===== src/rtl/dcache_inv_sequencer_pkg.sv =====
// Shared types and helpers for the data-cache external invalidation sequencer.
package dcache_inv_sequencer_pkg;

  localparam int DCACHE_SUB_LINE_ADDR_W = 2;
  localparam int DCACHE_LINE_KEY_W      = 32 - 2 - DCACHE_SUB_LINE_ADDR_W;

  typedef logic [DCACHE_LINE_KEY_W-1:0] dcache_line_key_t;

  typedef enum logic [1:0] {
    IDLE   = 2'd0,
    LOOKUP = 2'd1,
    GAP    = 2'd2
  } dinv_state_t;

  // Line key is the address with the word and sub-line offset bits shifted out.
  function automatic dcache_line_key_t addr_to_key(input logic [31:0] addr);
    return dcache_line_key_t'(addr >> (32 - DCACHE_LINE_KEY_W));
  endfunction

  // Rebuild a line-aligned byte address from a key.
  function automatic logic [31:0] key_to_addr(input dcache_line_key_t key);
    return {key, {(32 - DCACHE_LINE_KEY_W){1'b0}}};
  endfunction

endpackage


===== src/rtl/dcache_inv_sequencer_key_fifo.sv =====
// Small register FIFO of line keys; every entry and its valid bit are
// exposed so the owner can compare a new key against the whole queue at once.
module inv_key_fifo
  import dcache_inv_sequencer_pkg::*;
#(
  parameter int DEPTH = 4
) (
  input  logic                         clk,
  input  logic                         rst,
  input  logic                         i_push,
  input  dcache_line_key_t             i_key,
  input  logic                         i_pop,
  output dcache_line_key_t             o_head,
  output dcache_line_key_t [DEPTH-1:0] o_entries,
  output logic             [DEPTH-1:0] o_valid,
  output logic                         o_empty,
  output logic                         o_full
);

  localparam int PTR_W = (DEPTH > 1) ? $clog2(DEPTH) : 1;

  dcache_line_key_t [DEPTH-1:0] r_mem;
  logic             [DEPTH-1:0] r_vld;
  logic             [PTR_W-1:0] r_wptr;
  logic             [PTR_W-1:0] r_rptr;

  // Ring storage: push writes at the tail, pop retires the head. The owner
  // never pushes when full nor pops when empty, so the two never collide.
  always_ff @(posedge clk) begin
    if (rst) begin
      r_mem  <= '0;
      r_vld  <= '0;
      r_wptr <= '0;
      r_rptr <= '0;
    end else begin
      if (i_pop) begin
        r_vld[r_rptr] <= 1'b0;
        r_rptr        <= r_rptr + 1'b1;
      end
      if (i_push) begin
        r_mem[r_wptr] <= i_key;
        r_vld[r_wptr] <= 1'b1;
        r_wptr        <= r_wptr + 1'b1;
      end
    end
  end

  assign o_head    = r_mem[r_rptr];
  assign o_entries = r_mem;
  assign o_valid   = r_vld;
  assign o_empty   = ~|r_vld;
  assign o_full    = &r_vld;

endmodule


===== src/rtl/dcache_inv_sequencer.sv =====
// Feeds queued external invalidations into the tag banks' extern_inv port one
// at a time, honouring the two-cycle lookup, the mandatory idle gap, duplicate
// coalescing and fill-starvation hold.
module dcache_inv_sequencer
  import dcache_inv_sequencer_pkg::*;
#(
  parameter int INV_FIFO_DEPTH = 4,
  parameter int STALL_LIMIT    = 8
) (
  input  logic        clk,
  input  logic        rst,
  input  logic        inv_req_valid,
  input  logic [31:0] inv_req_addr,
  output logic        inv_req_ready,
  input  logic        update,
  output logic        extern_inv,
  output logic [31:0] inv_addr,
  input  logic        extern_inv_complete,
  output logic        fill_hold,
  output logic        inv_done,
  output logic        inv_coalesced,
  output logic        inv_pending
);

  localparam int CNT_W = $clog2(STALL_LIMIT + 1);

  dinv_state_t      r_state, w_state_nxt;
  dcache_line_key_t r_key;
  logic [CNT_W-1:0] r_stall_cnt, w_stall_cnt_nxt;
  logic             r_fill_hold;
  logic             r_coalesced;

  dcache_line_key_t                      w_req_key;
  dcache_line_key_t                      w_head;
  dcache_line_key_t [INV_FIFO_DEPTH-1:0] w_entries;
  logic             [INV_FIFO_DEPTH-1:0] w_valid;
  logic                                  w_empty, w_full;
  logic                                  w_accept, w_match, w_push, w_pop;
  logic                                  w_finish;

  assign w_req_key     = addr_to_key(inv_req_addr);
  assign inv_req_ready = ~w_full & ~rst;
  assign w_accept      = inv_req_valid & inv_req_ready;
  assign w_push        = w_accept & ~w_match;
  assign w_pop         = (r_state == IDLE) & ~w_empty;
  assign w_finish      = (r_state == LOOKUP) & extern_inv_complete;

  // A request is a duplicate if its line is queued or currently being looked up.
  always_comb begin
    w_match = (r_state == LOOKUP) && (r_key == w_req_key);
    for (int i = 0; i < INV_FIFO_DEPTH; i++) begin
      if (w_valid[i] && (w_entries[i] == w_req_key)) w_match = 1'b1;
    end
  end

  inv_key_fifo #(.DEPTH(INV_FIFO_DEPTH)) u_fifo (
    .clk       (clk),
    .rst       (rst),
    .i_push    (w_push),
    .i_key     (w_req_key),
    .i_pop     (w_pop),
    .o_head    (w_head),
    .o_entries (w_entries),
    .o_valid   (w_valid),
    .o_empty   (w_empty),
    .o_full    (w_full)
  );

  // State register.
  always_ff @(posedge clk) begin
    if (rst) r_state <= IDLE;
    else     r_state <= w_state_nxt;
  end

  // Next state and lookup outputs; GAP always lasts one cycle so the bank's
  // accessed flag clears before the next address is presented.
  always_comb begin
    w_state_nxt = r_state;
    extern_inv  = 1'b0;
    inv_done    = 1'b0;
    case (r_state)
      IDLE:    if (!w_empty) w_state_nxt = LOOKUP;
      LOOKUP: begin
        extern_inv = 1'b1;
        if (extern_inv_complete) begin
          inv_done    = 1'b1;
          w_state_nxt = GAP;
        end
      end
      GAP:     w_state_nxt = IDLE;
      default: w_state_nxt = IDLE;
    endcase
  end

  // In-flight key captured at pop and held for the whole lookup.
  always_ff @(posedge clk) begin
    if (rst)        r_key <= '0;
    else if (w_pop) r_key <= w_head;
  end

  assign inv_addr = extern_inv ? key_to_addr(r_key) : 32'h0;

  // Saturating count of consecutive update-blocked lookup cycles.
  always_comb begin
    w_stall_cnt_nxt = '0;
    if ((r_state == LOOKUP) && !extern_inv_complete && update) begin
      if (r_stall_cnt >= CNT_W'(STALL_LIMIT)) w_stall_cnt_nxt = r_stall_cnt;
      else                                     w_stall_cnt_nxt = r_stall_cnt + 1'b1;
    end
  end

  // Stall counter and sticky fill hold; hold releases only when a lookup lands.
  always_ff @(posedge clk) begin
    if (rst) begin
      r_stall_cnt <= '0;
      r_fill_hold <= 1'b0;
    end else begin
      r_stall_cnt <= w_stall_cnt_nxt;
      if (w_finish) r_fill_hold <= 1'b0;
      else          r_fill_hold <= r_fill_hold | (w_stall_cnt_nxt >= CNT_W'(STALL_LIMIT));
    end
  end

  // Coalesce pulse appears the cycle after the duplicate was accepted.
  always_ff @(posedge clk) begin
    if (rst) r_coalesced <= 1'b0;
    else     r_coalesced <= w_accept & w_match;
  end

  assign fill_hold     = r_fill_hold;
  assign inv_coalesced = r_coalesced;
  assign inv_pending   = (r_state != IDLE) | ~w_empty;

endmodule

===== config.mk =====
export PLATFORM = sky130hd
export DESIGN_NAME = dcache_inv_sequencer
export DESIGN_NICKNAME = d
export VERILOG_FILES = /design/src/rtl/dcache_inv_sequencer_pkg.sv /design/src/rtl/dcache_inv_sequencer_key_fifo.sv /design/src/rtl/dcache_inv_sequencer.sv
export SDC_FILE = /design/constraint.sdc
export NUM_CORES = 1
export LEC_CHECK = 0
export BUFFER_PORTS_ARGS = -buffer_cell sky130_fd_sc_hd__clkbuf_2
export CORE_ASPECT_RATIO = 0.5
export CORE_UTILIZATION = 35
export DETAILED_ROUTE_END_ITERATION = 12
export HOLD_SLACK_MARGIN = 0.08
export PLACE_DENSITY = 0.54
export SYNTH_ARGS = -nofsm -noshare
export SYNTH_HDL_FRONTEND = slang
export SYNTH_SLANG_ARGS = --single-unit

===== constraint.sdc =====
create_clock -name clk -period 6 [get_ports clk]
set_clock_uncertainty 0.1 [all_clocks]
set_input_delay 0.6 -clock clk [delete_from_list [all_inputs] [get_ports clk]]
set_output_delay 0.6 -clock clk [all_outputs]
set_load 0.01 [all_outputs]

-- Yosys cells after proc, flatten, opt, wreduce, memory -nomap -nowiden
Cells that the tools add are included.
- logic and storage cells: 84
- register bits: 156
- output and inout bits: 38
- mux-type cells: 25
- $lt $le $gt $ge: 6
- reductions and logical operators: 16
- bitwise operators: 14
- equality and inequality tests: 8
- add/subtract/negate cells: 3
- operator list (operator ; number):
    equality test 28 bit ; 5
    bitwise mux 112 bit ; 1
    binary-select mux 28 bit (select 2 bit) ; 1
    demux 28 bit (select 2 bit) ; 1
    two-way mux 28 bit ; 2
    two-way mux 32 bit ; 1
    two-way mux 4 bit ; 5
    logical AND 1 bit ; 9
    two-way mux 1 bit ; 9
    greater-or-equal comparator 4 bit, second input constant ; 2
    bitwise AND 1 bit ; 6
    less-than comparator 2 x 3 -> 1 bit, second input constant ; 2
    adder 2 x 1 -> 2 bit, second input constant ; 2
    adder 4 x 1 -> 4 bit, second input constant ; 1
    bitwise AND 4 bit ; 1
    demux 1 bit (select 2 bit) ; 2
    greater-or-equal comparator 2 x 1 -> 1 bit, second input constant ; 2
    two-way mux 2 bit ; 2
    inverter 4 bit ; 1
    bitwise OR 4 bit ; 1
    one-hot mux 2 bit (2 select lines) ; 1
    AND reduction 4 bit ; 1
    OR reduction 4 bit ; 1
    inverter 1 bit ; 3
    9 further kinds ; 10

-- Longest topological paths before layout
- word-level depth: 10
- depth in mapped cells: 9
- gate-level depth less buffers: 6

-- Modules after synthesis
A second synthesis with hierarchy kept.
- cell total of the unflattened synthesis: 1002
- area total of the unflattened synthesis: 9225.1 µm²
- modules (own cells, without submodules) (module ; cells each ; area each (µm²) ; instances):
    inv_key_fifo ; 588 ; 5957.0 ; 1
    dcache_inv_sequencer ; 414 ; 3268.1 ; 1

-- Worst setup path before layout
Ideal clock, no wire load.
- path type: input-to-reg
- start: input inv_req_addr[8]
- end: register u_fifo.r_mem, in the netlist u_fifo.o_entries[47]
- path slack: 3.320 ns
- arrival: 2.459 ns
- required time: 5.779 ns
- cell stages on the path: 9
- library setup time: 0.121 ns
- cell sequence: buf_2 > xnor2_1 > nand4_1 > or4_4 > o211ai_2 > or3_4 > buf_8 > buf_12 > mux2_4
- longest elaborated chain between the ends: 8
- elaborated cells on any way between the ends: 16
- classes of those cells: 5 x eq/ne; 4 x mux; 2 x bitwise; 5 x reduce/logical
- ends and longest elaborated chain (item ; RTL line ; source):
    from (decl) ; dcache_inv_sequencer.sv:13 ; input logic [31:0] inv_req_addr,
    equality test 28 bit, on equally long branches ; dcache_inv_sequencer.sv:50, dcache_inv_sequencer.sv:52 ;
    logical AND 1 bit, on equally long branches ; dcache_inv_sequencer.sv:50, dcache_inv_sequencer.sv:52 ;
    two-way mux 1 bit (3 in series) ; dcache_inv_sequencer.sv:52 ; if (w_valid[i] && (w_entries[i] == w_req_key)) w_match = 1'b1;
    two-way mux 1 bit (*) ; dcache_inv_sequencer.sv:52 ;
    inverter 1 bit (*) ; dcache_inv_sequencer.sv:44 ; assign w_push = w_accept & ~w_match;
    bitwise AND 1 bit (*) ; dcache_inv_sequencer.sv:44 ;
    to (signal, indexed assignment) ; dcache_inv_sequencer_key_fifo.sv:41 ; r_mem[r_wptr] <= i_key;
    to (decl) ; dcache_inv_sequencer_key_fifo.sv:22 ; dcache_line_key_t [DEPTH-1:0] r_mem;
Every way passes the cells marked *; elsewhere a longest branch is shown, timed or not.
A chain may end at the register's enable or synchronous reset.

-- Worst setup path after layout
- start: input inv_req_addr[25]
- end: register u_fifo.r_mem, in the netlist u_fifo.o_entries[89]
The elaborated chain is that of the path after synthesis.

==> out/metrics.csv <==
metric;value;unit
place_hpwl;16.89;mm
wl_per_cell;20.10;um
slew_violations;0;
vias_per_cell;5.107;
timing.rr.end;u_fifo.o_entries[89];
row_count;40;
place_ws;2.363;ns
grt_pass1_vias;6168;
cts_hold_buf;0;
grt_pass1_wl;37.59;mm
hold_viol;0;
critPathKind;in2reg;
drc_errors;0;
cts_setup_buffers;0;
yosysSeqAreaShare;34.80;%
cts_buffer_depth;2;
die_w;228.5;um
routed_wirelength;24.85;mm
area_delta_synth_final;10.25;%
crit_required;6.21;ns
cts.root.buffer_cell;clkbuf_16;
vias;6312;
grt_overflow_total;0;
rr_startpoint;u_fifo.o_entries[49];
rr_worst_depth;6;
final_area;0.009894;sq mm
ir_drop;194.9;uV
synthCells;869;
fin_crit;3.300;ns
clkTransAtPathRegs;0.07;ns
ys_async_sr_fraction;0;%
fin_crit_sh;55.00;%
antenna_left;0;
core;0.02457;sq mm
p_leak;3.722;nW
worstHoldPathType;in2reg;
grt_use_total;19.16;%
critPathCaptureType;flip-flop;
gp_congestion;0.8451;
status;completed;
worstSetupStartpointType;input port;
cts-htree-levels;4;
r2r_slack;2.78;ns
whs_endpoint;r_state[1];
tns;0;ns
num-nets-final;933;
fmax;0.3030;GHz
dpl_cell_area;0.009249;sq mm
ys_ff_latch;156;
first_pass_iters;5;
numPortBuffers;66;
ys.flop_type;dfxtp_1;
rsz0062_at_grt;false;
layout-drive-gt1-share;28.36;%
cp_max_fo;29;
worstPathArrival;3.51;ns
hold_start;extern_inv_complete;
syn_area_per_cell;10.33;sq um
cts_buffers;17;
ys_warn_count;0;
setup_slack;2.700;ns
cts_resized;0;
grt_max_degree;55;
io_pins;75;
cts.sinks;156;
syn_area;0.008975;sq mm
clock_latency;0.43;ns
dieArea;0.02633;sq mm
p_per_area;283.2;mW/mm^2
setup_viol;0;
drtIter0Drc;471;
tritoncts;yes;
initial_core_util;36.52;%
worst_pin_slew;0.7704;ns
yosysUniqueCellTypes;43;
synth_edf_count;0;
antenna_found_initial;1;
relSlewSlack;48.17;%
die_h;115.2;um
hold_depth;2;
max-cap-violations;0;
[through the flow]
stage / total power (W) / std cells / util (%) / hold slack, ns
global placement: 0.001625 / 1203 / 37.64 / 0.3683
finish: 0.002802 / 1236 / 40.26 / 0.3275
global route: 0.002900 / 1235 / 40.25 / 0.3162
floorplan: 0.001509 / 872 / - / 0.3580
detailed placement: 0.001630 / 1203 / 37.64 / 0.3740
CTS: 0.002815 / 1235 / 40.25 / 0.3189
[how the worst max path moves through the flow]
stage                     start                    to
4_1_cts        inv_req_addr[25]  u_fifo.o_entries[18]
2_1_floorplan   inv_req_addr[8]  u_fifo.o_entries[47]
3_5_place_dp   inv_req_addr[25]  u_fifo.o_entries[18]
6_report       inv_req_addr[25]  u_fifo.o_entries[89]
5_1_grt        inv_req_addr[25]  u_fifo.o_entries[18]
3_3_place_gp   inv_req_addr[28]  u_fifo.o_entries[39]
[state kept, by name, indices dropped and copies added, names as in the netlist]
name,cells
u_fifo.o_valid,4
r_stall_cnt,4
inv_coalesced,1
r_key,28
u_fifo.o_entries,112
u_fifo.r_wptr,2
fill_hold,1
u_fifo.r_rptr,2
r_state,2
[layer usage]
layer	vias to the layer above	GRT usage (%)	share of wire (%)
li1	2984	-	-
met2	132	30.17	44
met5	-	0	0
met1	3172	25.80	48
met3	24	5.159	6.1
met4	0	5.593	1.3
[worst max-delay path: stages]
cell	delay, ns
clkbuf_2	0.18
xnor2_1	0.46
nand4_1	0.22
nor4_1	0.32
a32o_1	0.63
or3_4	0.66
mux2_2	0.41
[cell usage in the layout (no fill, tap or decap), types with 4 or more instances in the layout]
cell type	instances
dfxtp_1	155
xnor2_1	122
nor2b_1	104
mux2_2	77
nand2_1	71
clkbuf_2	65
a21oi_1	34
and2_1	29
mux2_4	28
mux4_2	28
nand4_1	26
nor4_1	20
clkbuf_16	17
xor2_1	16
inv_1	11
ha_1	10
nor2_1	9
buf_4	8
nand2b_1	7
nand3_1	6
a31o_1	6
o211ai_2	4
or3_4	4
conb_1	4
clkinvlp_4	4
bufinv_16	4
[final cells by class]
| cell class | instances | area (sq um) |
|---|---|---|
| multi-input cells | 627 | 5278 |
| fillers | 2432 | 14680 |
| flip-flops and latches | 156 | 3124 |
| clock buffers | 19 | 452.9 |
| clock inverters | 13 | 190.2 |
| diodes | 1 | 2.502 |
| repair buffers | 73 | 385.4 |
| inverters | 11 | 41.29 |
| well taps | 336 | 420.4 |
[cell families after synthesis]
group,synth area share [%]
AND/OR/NAND/NOR,17.90
buffers and inverters,6.608
XOR/XNOR,13.47
adder cells (fa/ha/maj),1.394
multiplexers,21.59
other,0.04178
AO/OA/AOI/OAI,4.197
flip-flops,34.80
[Yosys cell counts (7+ instances only)]
master | n | share of area, %
a21oi_1 | 34 | 1.9
and2_1 | 29 | 2.0
buf_12 | 7 | 1.6
buf_2 | 14 | 0.78
buf_4 | 19 | 1.6
clkbuf_1 | 28 | 1.2
dfxtp_1 | 156 | 35
ha_1 | 10 | 1.4
inv_1 | 11 | 0.46
mux2_2 | 77 | 9.7
mux2_4 | 28 | 4.7
mux4_2 | 28 | 7.0
nand2_1 | 71 | 3.0
nand2b_1 | 7 | 0.49
nand4_1 | 26 | 1.8
nor2_1 | 9 | 0.38
nor2b_1 | 105 | 7.3
nor4_1 | 20 | 1.4
xnor2_1 | 122 | 12
xor2_1 | 16 | 1.6
[report_power, final]
part / leakage (nW) / switching, W / internal [W]
combinational: 2.15 / 0.000247 / 0.000205
clock: 0.302 / 0.000473 / 0.000721
sequential: 1.27 / 0.0000642 / 0.00109
total: 3.72 / 0.000784 / 0.00202
Power figures use the tool's default switching activity.
